==> src/rtl/fifo_stream_pkg.sv <==
// fifo_stream_pkg: shared state type and output buffer sizing for fifo_stream_reader
package fifo_stream_pkg;
  typedef enum logic [1:0] {IDLE, RUN, FLUSH, DONE} state_t;
  localparam int BUF_DEPTH = 2;
  localparam int CNT_W = $clog2(BUF_DEPTH + 1);
endpackage

==> src/rtl/fifo_stream_skid.sv <==
// fifo_stream_skid: 2-entry output buffer; upstream must never push into a full buffer
module fifo_stream_skid
  import fifo_stream_pkg::*;
#(
  parameter int DW = 8
) (
  input  logic             clk,
  input  logic             rst,
  input  logic             in_valid,
  input  logic [DW-1:0]    in_data,
  output logic             valid,
  input  logic             ready,
  output logic [DW-1:0]    data,
  output logic [CNT_W-1:0] count
);
  logic [DW-1:0]    b0, b1;
  logic             pop;
  logic [CNT_W-1:0] slot;
  assign valid = count != '0;
  assign data  = b0;
  assign pop   = valid && ready;
  // slot the incoming word lands in, after this cycle's pop has shifted the head
  assign slot  = count - CNT_W'(pop);
  always_ff @(posedge clk or posedge rst)
    if (rst) begin
      b0    <= '0;
      b1    <= '0;
      count <= '0;
    end else begin
      if (pop && count == CNT_W'(BUF_DEPTH)) b0 <= b1;
      if (in_valid && slot == CNT_W'(0)) b0 <= in_data;
      if (in_valid && slot == CNT_W'(1)) b1 <= in_data;
      count <= count + CNT_W'(in_valid) - CNT_W'(pop);
    end
endmodule

==> src/rtl/fifo_stream_reader.sv <==
// fifo_stream_reader: reads len words from a FIFO and emits them as a valid/ready stream
// Optional transfer counter output xfer_cnt enabled by FIFO_STREAM_READER_STAT_EN.
module fifo_stream_reader
  import fifo_stream_pkg::*;
#(
  parameter int DW = 8,
  parameter int LW = 16
) (
  input  logic          clk,
  input  logic          rst,
  input  logic          start,
  input  logic [LW-1:0] len,
  output logic          busy,
  output logic          done,
  output logic          fifo_read,
  input  logic          fifo_empty,
  input  logic [DW-1:0] fifo_dout,
  output logic [DW-1:0] m_data,
  output logic          m_valid,
  input  logic          m_ready,
  output logic          m_last
`ifdef FIFO_STREAM_READER_STAT_EN
  ,
  output logic [31:0]   xfer_cnt
`endif
);
  state_t           state;
  logic [LW-1:0]    rem, len_q, sent;
  logic             inflight, pop;
  logic [CNT_W-1:0] count;
  logic [CNT_W:0]   occ_after;
  assign pop       = m_valid && m_ready;
  // words held or in flight once this cycle's transfer has left
  assign occ_after = (CNT_W+1)'(count) + (CNT_W+1)'(inflight) - (CNT_W+1)'(pop);
  assign fifo_read = state == RUN && !fifo_empty && rem != '0 && occ_after < (CNT_W+1)'(BUF_DEPTH);
  assign busy      = state == RUN || state == FLUSH;
  assign done      = state == DONE;
  assign m_last    = m_valid && sent == len_q - LW'(1);
  fifo_stream_skid #(.DW(DW)) u_skid (
    .clk      (clk),
    .rst      (rst),
    .in_valid (inflight),
    .in_data  (fifo_dout),
    .valid    (m_valid),
    .ready    (m_ready),
    .data     (m_data),
    .count    (count)
  );
  always_ff @(posedge clk or posedge rst)
    if (rst) begin
      state    <= IDLE;
      rem      <= '0;
      len_q    <= '0;
      sent     <= '0;
      inflight <= 1'b0;
    end else begin
      inflight <= fifo_read;
      if (pop) sent <= sent + LW'(1);
      case (state)
        IDLE: if (start) begin
          len_q <= len;
          rem   <= len;
          sent  <= '0;
          state <= len != '0 ? RUN : DONE;
        end
        RUN: if (fifo_read) begin
          rem <= rem - LW'(1);
          if (rem == LW'(1)) state <= FLUSH;
        end
        FLUSH: if (!inflight && occ_after == '0) state <= DONE;
        DONE: state <= IDLE;
        default: state <= IDLE;
      endcase
    end
`ifdef FIFO_STREAM_READER_STAT_EN
  always_ff @(posedge clk or posedge rst)
    if (rst) xfer_cnt <= '0;
    else if (pop) xfer_cnt <= xfer_cnt + 32'd1;
`endif
endmodule

==> config.mk <==
export PLATFORM = sky130hd
export DESIGN_NAME = fifo_stream_reader
export DESIGN_NICKNAME = d
export VERILOG_FILES = /design/src/rtl/fifo_stream_pkg.sv /design/src/rtl/fifo_stream_skid.sv /design/src/rtl/fifo_stream_reader.sv
export SDC_FILE = /design/constraint.sdc
export NUM_CORES = 1
export LEC_CHECK = 0
export CORE_MARGIN = 2
export CORE_UTILIZATION = 53
export CTS_BUF_LIST = sky130_fd_sc_hd__clkbuf_8
export CTS_CLUSTER_DIAMETER = 50
export DETAILED_ROUTE_END_ITERATION = 16
export PLACE_DENSITY_LB_ADDON = 0.15
export SLEW_MARGIN = 0
export SYNTH_ARGS = -nofsm -noshare
export SYNTH_HDL_FRONTEND = slang
export SYNTH_HIERARCHICAL = 1
export SYNTH_SLANG_ARGS = --single-unit
export TNS_END_PERCENT = 5
==> constraint.sdc <==
create_clock -name clk -period 9.1 [get_ports clk]
set_input_delay 2.275 -clock clk [delete_from_list [all_inputs] [get_ports clk]]
set_output_delay 2.275 -clock clk [all_outputs]
set_load 0.005 [all_outputs]
==> results of run 1 <==
[routing by layer]
layer / routed length (um) / up-vias / global-route usage
met3: 420 / 7 / 0.05423
met2: 4332 / 85 / 0.3750
met4: 106 / 0 / 0.07338
li1: - / 1696 / -
met5: 0 / - / 0
met1: 4472 / 1675 / 0.3362
[critical path: stages]
cell and delay [ps]:
clkdlybuf4s50_1 500, and2_1 290, ha_1 280, inv_1 50
ha_1 130, inv_1 40, fa_1 370, xnor2_1 260
nand3_1 160, nor2_1 190, clkdlybuf4s50_1 530
[stage by stage]
| stage | setup slack (ps) | cell area [um^2] | hold WS, ps |
|---|---|---|---|
| finish | 1740 | 4750 | 509.0 |
| global route | 1556 | 4750 | 531.3 |
| CTS | 1717 | 4750 | 512.0 |
| detailed placement | 1740 | 4571 | 492.6 |
| global placement | 1812 | 4571 | 488.7 |
| floorplan | 2851 | 4115 | 465.2 |
[area by class of cell]
| class | count | area, um^2 |
|---|---|---|
| fillers | 642 | 2858 |
| multi-input cells | 357 | 2220 |
| flip-flops and latches | 69 | 1727 |
| repair buffers | 43 | 425.4 |
| clock buffers | 11 | 151.4 |
| well taps | 102 | 127.6 |
| inverters | 19 | 71.32 |
| clock inverters | 5 | 27.53 |
[flip-flops by register name, indices dropped and copies added, names as in the netlist]
register and cells:
len_q 16, rem 16, sent 16, u_skid/b1 8, u_skid/data 8, state 2, u_skid/count 2, inflight 1
[path summary, 6_finish.rpt]
check,start,end,slack [ps],depth (start not counted)
setup / recovery,m_ready,fifo_read,1740,11
hold / removal,len_q[15]$_DFFE_PP0P_,len_q[15]$_DFFE_PP0P_,510,2
setup reg to reg,u_skid/count[1]$_DFF_PP0_,rem[5]$_DFFE_PP0P_,5460,13
hold reg to reg,len_q[15]$_DFFE_PP0P_,len_q[15]$_DFFE_PP0P_,510,2
max in group asynchronous,rst,len_q[14]$_DFFE_PP0P_,5880,2
min in group asynchronous,rst,u_skid/data[7]$_DFFE_PP0P_,2400,2
[synth_stat cells (2+ instances only)]
library cell,n,area [um^2]
a31oi_1,12,75.07
nand3b_1,4,30.03
mux2_2,8,90.09
and3_1,6,37.54
mux2i_1,3,30.03
nor2_1,45,168.9
inv_1,19,71.32
clkbuf_2,3,15.01
o31ai_1,2,15.01
dfrtp_1,69,1727
a221oi_1,3,26.28
or4_1,5,37.54
o311ai_0,3,26.28
ha_1,13,162.7
o21ai_0,20,100.1
buf_2,3,15.01
a21oi_1,10,50.05
o211ai_1,3,22.52
buf_1,3,11.26
a22oi_1,3,22.52
and2_1,5,31.28
nor3_1,15,75.07
o21a_1,2,15.01
nand3_1,12,60.06
nand2_1,91,341.6
o22a_1,2,17.52
nor4_1,8,50.05
or3_1,5,31.28
xnor2_1,17,148.9
xor2_1,22,192.7
a32oi_1,4,35.03
nand4_1,9,56.30
clkbuf_1,10,37.54
or2_2,2,12.51
[logic make-up (layout without fill, tap and decap cells)]
family	count (synthesis)	in the layout	synth area share
fa+ha+maj	14	14	0.04439
mux	11	11	0.02919
flops	69	69	0.4196
compound gates	73	73	0.1186
simple gates	220	220	0.2642
xor+xnor	39	39	0.08300
buf+inv	40	78	0.04105
[power breakdown]
| part | internal [mW] | leakage [nW] | switching [mW] |
|---|---|---|---|
| clock network | 0.111 | 0.0939 | 0.115 |
| registers | 0.430 | 0.859 | 0.136 |
| logic | 0.292 | 1.07 | 0.336 |
==> results.cfg, run 1 <==
[cts]
cts-buffers-inserted = 9
cts_tree = yes
clk_latency_ps = 350
holdBufCountCts = 0
cts_setup_buffers = 0
post_cts_resized = 0
cts-root-buf = clkbuf_8
htreeDepth = 3
clk_path_buf_depth = 2
clk_pin_slew_ps = 80
cts_sinks = 69

[pwr]
finalPower_mw = 1.420
power_density_nw_per_um2 = 299.0
ir_drop_mv = 0.1583
p_leak_nw = 2.023

[sta]
fmax_mhz = 135.9
rsz0062_at_grt = false
setup_viol = 0
totalNegativeSetupSlack_ps = 0
skew_ps = 13.68
slew_headroom = 0.2872
timing.final.crit_period_ps = 7360
worst_pin_slew_ps = 1068
fin_crit_sh = 0.8088
hold_violations = 0
finalMaxSlewViolations = 0

[routing]
final_antenna_net_count = 0
routed_via_density = 5.715
dr.pass1.iters = 4
drc_errors = 0
drt_iter0_drc = 210
avgRoutedWirePerCell_um = 15.40
wl_um = 9331
vias = 3463

[placed_design]
numPlacedInstances = 590
portBuffers = 41
hpwlAfterDp_um = 6664
gp_congestion = 0.8537

[outcome]
outcome = finished, final reports clean

[yosys]
synth.yosys.seq_area_share = 0.4196
syn-num-nets = 509
syn_inst = 466
yosysWarnings = 6
synth_edf_count = 0
ys_ff_latch = 69
synth.avg_cell_area_um2 = 8.831
async_flop_share = 1.000
yosys_most_used_dff = dfrtp_1
syn_area_um2 = 4115
synth_cell_type_count = 59

[job]
drv_cap = 0

[min_path]
hold_path_class = register to register

[setup_path]
critPathRequiredTime_ps = 6830
crit_type = input port to primary output
worst-endpoint-arrival_ps = 5080
cp-end-kind = primary output
path_max_fanout = 7
start_kind = input port

[floorplan]
core_area_um2 = 7607
die_w_um = 92.12
rows = 32
fp.dieH_um = 92.12
io_pins = 42
dieArea_um2 = 8485
initial_core_util = 0.5410

[cells_and_area]
final_cell_mix = nand2_1 (91), dfrtp_1 (69), nor2_1 (45)
final_core_util = 0.6243
instances_no_fill = 606
drive_above_1_share = 0.07540
n_antenna_cell = 0
layout.nets = 542
final_common_cell = nand2_1
synthToLayoutAreaGrowth_pct = 15.42

[global_route]
grt_pass1_vias = 3365
overflow = 0
grt_use_total = 0.2406
grt_pass1_wl_um = 16220
grt_antenna_before_repair = 0
grt_max_degree = 52
Power figures use the tool's default switching activity.
==> run 2: changes to the inputs <==
==> constraint.sdc (replaced) <==
create_clock -name clk -period 7.53 [get_ports clk]
set_input_delay 1.8825 -clock clk [delete_from_list [all_inputs] [get_ports clk]]
set_output_delay 1.8825 -clock clk [all_outputs]
set_load 0.005 [all_outputs]
==> run 2 against run 1 <==
Effect of this change:
- worst setup slack got worse by 800 ps
- final cell count grew 0.17%
- first-iteration DRC count up 3.3%
- design area decreased by 0.26%
- routed wire length grew 2.0%
- largest power group unchanged
==> results.cfg, run 2 (same netlist as run 1, synthesis figures left out) <==
[sta]
layout_setup_ws_ps = 936.5
finalMaxSlewViolations = 0
totalNegativeSetupSlack_ps = 0
fmax_mhz = 151.7
setup_viol = 0
slew_headroom = 0.5441
rsz0062_at_grt = false
fin_crit_sh = 0.8756
timing.final.crit_period_ps = 6594
hold_slack_ps = 497.6
hold_violations = 0
worst_pin_slew_ps = 683.1
skew_ps = 7.687

[min_path]
holdCritStartpoint = len_q[15]$_DFFE_PP0P_
hold_path_class = register to register
whs_path_depth = 2
min_to = len_q[15]$_DFFE_PP0P_

[cells_and_area]
instances_no_fill = 607
drive_above_1_share = 0.07723
n_antenna_cell = 0
top_regs = len_q x16, rem x16, sent x16
synthToLayoutAreaGrowth_pct = 15.11
layout.nets = 543
final_cell_mix = nand2_1 (91), dfrtp_1 (69), nor2_1 (45)
final_common_cell = nand2_1
nFillCells = 651

[pwr]
power_density_nw_per_um2 = 360.5
ir_drop_mv = 0.1951
finalPower_mw = 1.708
p_leak_nw = 2.025

[cts]
clk_pin_slew_ps = 70
clk_latency_ps = 340
clk_path_buf_depth = 2
post_cts_resized = 0
cts_tree = yes
cts-buffers-inserted = 9
cts-root-buf = clkbuf_8
cts_setup_buffers = 0
htreeDepth = 3
cts_sinks = 69
holdBufCountCts = 0

[setup_path]
r2r_cells = 13
r2r-start = u_skid/count[1]$_DFF_PP0_
cp-end-kind = primary output
critPathRequiredTime_ps = 5650
timing.rr.end = rem[5]$_DFFE_PP0P_
worst-endpoint-arrival_ps = 4710
crit_type = input port to primary output
start_kind = input port
rrSetupSlack_ps = 3860
path_max_fanout = 7

[floorplan]
rows = 32
fp.dieH_um = 92.12
io_pins = 42
core_area_um2 = 7607
initial_core_util = 0.5410
dieArea_um2 = 8485
die_w_um = 92.12

[routing]
avgRoutedWirePerCell_um = 15.68
wl_um = 9520
routed_via_density = 5.759
drt_iter0_drc = 217
dr.pass1.iters = 4
vias = 3496
final_antenna_net_count = 0
drc_errors = 0

[global_route]
overflow = 0
grt_antenna_before_repair = 0
grt_pass1_wl_um = 16130
grt_max_degree = 52
grt_pass1_vias = 3413
grt_use_total = 0.2390

[placed_design]
hpwlAfterDp_um = 6734
portBuffers = 41
gp_congestion = 0.8526
numPlacedInstances = 591
place_worst_setup_slack_ps = 956.6

[job]
drv_cap = 0

[outcome]
outcome = finished, final reports clean
## run 2: final cells by class
class	instances	area [um^2]	share of cell area
clock buffers	9	123.9	0.02615
flip-flops and latches	69	1727	0.3645
inverters	19	71.32	0.01506
well taps	102	127.6	0.02694
clock inverters	7	35.03	0.007396
multi-input cells	357	2220	0.4686
repair buffers	44	432.9	0.09139
## run 2: worst max path at each step
stage          startpoint        end  slack (ps)  cells after the start
3_5_place_dp      m_ready  fifo_read         960                     11
6_report          m_ready  fifo_read         940                     11
5_1_grt           m_ready  fifo_read         700                     11
3_3_place_gp      m_ready  fifo_read        1030                     11
4_1_cts           m_ready  fifo_read         920                     11
2_1_floorplan     m_ready  fifo_read        2070                     10
## run 2: metrics by stage
stage	cell area [um^2]	utilization
final	4737	0.6227
after global placement	4578	0.6018
after detailed placement	4578	0.6018
after CTS	4737	0.6227
after floorplan	4115	-
after global routing	4737	0.6227
## run 2: routing by layer
metal / track usage / vias to the layer above / part of all wire
li1: - / 1700 / -
met1: 0.3365 / 1682 / 0.48
met5: 0 / - / 0
met4: 0.1032 / 0 / 0.020
met2: 0.3750 / 100 / 0.46
met3: 0.02712 / 14 / 0.045
## run 2: worst max-delay path, cell delays in order
cell             delay (ps)
clkdlybuf4s50_1         500
and2_1                  300
ha_1                    280
inv_1                    60
ha_1                    130
inv_1                    50
fa_1                    370
xnor2_1                 260
nand3_1                 170
nor2_1                  190
clkdlybuf4s50_1         530
## run 2: power breakdown
group          internal (mW)  switching [mW]
logic                  0.354           0.416
clock network          0.115           0.141
registers              0.519           0.163
total                  0.988           0.720
==> run 3: changes to the inputs <==
--- a/config.mk
+++ b/config.mk
@@ -6,7 +6,7 @@
 export NUM_CORES = 1
 export LEC_CHECK = 0
 export CORE_MARGIN = 2
-export CORE_UTILIZATION = 53
+export CORE_UTILIZATION = 57
 export CTS_BUF_LIST = sky130_fd_sc_hd__clkbuf_8
 export CTS_CLUSTER_DIAMETER = 50
 export DETAILED_ROUTE_END_ITERATION = 16
==> run 3 against run 2 <==
Effect of this change:
- flip-flop and latch count unchanged
- sequential share of layout area shrank 0.54 points
- critical endpoint unchanged
- clock power is 46% higher
- largest cell class unchanged
- routed wire length shrank 5.7%
==> results.cfg, run 3 (same netlist as run 1, synthesis figures left out) <==
[sta]
worst_pin_slew_ps = 1039
setup_viol = 0
skew_ps = 9.445
fin_crit_sh = 0.8717
hold_violations = 0
rsz0062_at_grt = false
fmax_mhz = 152.3
layout_setup_ws_ps = 965.8
timing.final.crit_period_ps = 6564
totalNegativeSetupSlack_ps = 0
finalMaxSlewViolations = 0
slew_headroom = 0.3062

[global_route]
grt_antenna_before_repair = 0
grt_use_met2 = 0.3955
grt_max_degree = 52
grt_use_total = 0.2457
grt_pass1_wl_um = 15010
overflow = 0
grt_pass1_vias = 3234
grt_use_met3 = 0.03786
top_usage_layer = met2
met1_usage = 0.3353

[setup_path]
crit_chain = clkdlybuf4s50_1 -> and2_1 -> ha_1 -> inv_1 -> ha_1 -> inv_1 -> fa_1 -> xnor2_1 -> nand3_1 -> nor2_1 -> clkdlybuf4s50_1
worst-endpoint-arrival_ps = 4680
critPathRequiredTime_ps = 5650
path_max_fanout = 7
start_kind = input port
cp-end-kind = primary output
max_stage_delay_ps = 530
crit_type = input port to primary output
cpMaxStageDelayCell = clkdlybuf4s50_1

[cells_and_area]
final_cell_mix = nand2_1 (91), dfrtp_1 (69), nor2_1 (45)
nFillCells = 569
n_antenna_cell = 0
multiInputGateArea_um2 = 2220
final_common_cell = nand2_1
layout.nets = 542
seq_area_um2 = 1727
final_core_util = 0.6962
top_regs = len_q x16, rem x16, sent x16
synthToLayoutAreaGrowth_pct = 16.84
drive_above_1_share = 0.07937

[routing]
routed_via_density = 5.742
avgRoutedWirePerCell_um = 14.97
final_antenna_net_count = 0
drt_iter0_drc = 212
drc_errors = 0
dr.pass1.iters = 5
wl_um = 8979
vias = 3445

[placed_design]
gp_congestion = 1.008
portBuffers = 41
hpwlAfterDp_um = 6533
place_worst_setup_slack_ps = 944.7

[floorplan]
rows = 30
core_area_um2 = 6907
die_w_um = 88.97
io_pins = 42
initial_core_util = 0.5958
fp.dieH_um = 88.97
dieArea_um2 = 7916

[outcome]
outcome = finished, final reports clean

[cts]
clk_pin_slew_ps = 80
cts_tree = yes
post_cts_resized = 0
htreeDepth = 3
cts_setup_buffers = 0
holdBufCountCts = 0
cts_sinks = 69
clk_path_buf_depth = 2
cts-buffers-inserted = 9
clk_latency_ps = 340
cts-root-buf = clkbuf_8

[pwr]
p_int_mw = 1.093
seq_power_share = 0.376
power.share.clock = 0.206
p_comb_frac = 0.418
swShare = 0.3959
ir_drop_mv = 0.1922
power_density_nw_per_um2 = 376.4
p_leak_nw = 2.053
power.switching_uw = 716.4
finalPower_mw = 1.810

[job]
drv_cap = 0

[min_path]
hold_path_class = register to register
## run 3: metrics by stage
stage	instance area (um^2)	hold slack (ps)	cells
finish	4808	511.6	600
floorplan	4115	465.2	466
global route	4808	535.1	600
global placement	4563	488.3	584
CTS	4808	518.2	600
detailed placement	4563	499.0	584
## run 3: layer usage
| metal | wire (um) | vias up | share of wire |
|---|---|---|---|
| li1 | - | 1697 | - |
| met1 | 4193 | 1646 | 0.47 |
| met2 | 4229 | 85 | 0.47 |
| met3 | 345 | 17 | 0.038 |
| met4 | 210 | 0 | 0.023 |
| met5 | 0 | - | 0 |
## run 3: cell type report
cell class / instances / share of cell area
repair buffers: 43 / 0.08847
inverters: 19 / 0.01483
clock buffers: 9 / 0.02576
flip-flops and latches: 69 / 0.3591
well taps: 96 / 0.02498
clock inverters: 7 / 0.02524
multi-input cells: 357 / 0.4616
## run 3: final timing paths
check,startpoint,to,slack (ps),cells past startpoint
max in group asynchronous,rst,sent[6]$_DFF_PP0_,4740,2
min in group asynchronous,rst,u_skid/b1[4]$_DFFE_PP0P_,1990,2
worst min register to register,len_q[15]$_DFFE_PP0P_,len_q[15]$_DFFE_PP0P_,510,2
worst max-delay path,m_ready,fifo_read,970,11
worst min-delay path,len_q[15]$_DFFE_PP0P_,len_q[15]$_DFFE_PP0P_,510,2
worst max register to register,u_skid/count[1]$_DFF_PP0_,rem[5]$_DFFE_PP0P_,3870,13
## run 3: power groups by stage
stage | sequential, mW | clock, mW | combinational (mW)
2_1_floorplan | 0.635 | 0 | 0.589
3_3_place_gp | 0.675 | 0 | 0.734
3_5_place_dp | 0.684 | 0 | 0.756
4_1_cts | 0.677 | 0.378 | 0.758
5_1_grt | 0.708 | 0.395 | 0.858
6_report | 0.681 | 0.373 | 0.756
## run 3: worst max-delay path: cells and delay by family
kind                       cells  cell delay, ps
xor gates and xnor gates       1             250
adders and majority gates      3             780
buffers and inverters          4            1140
and+or+nand+nor                3             620
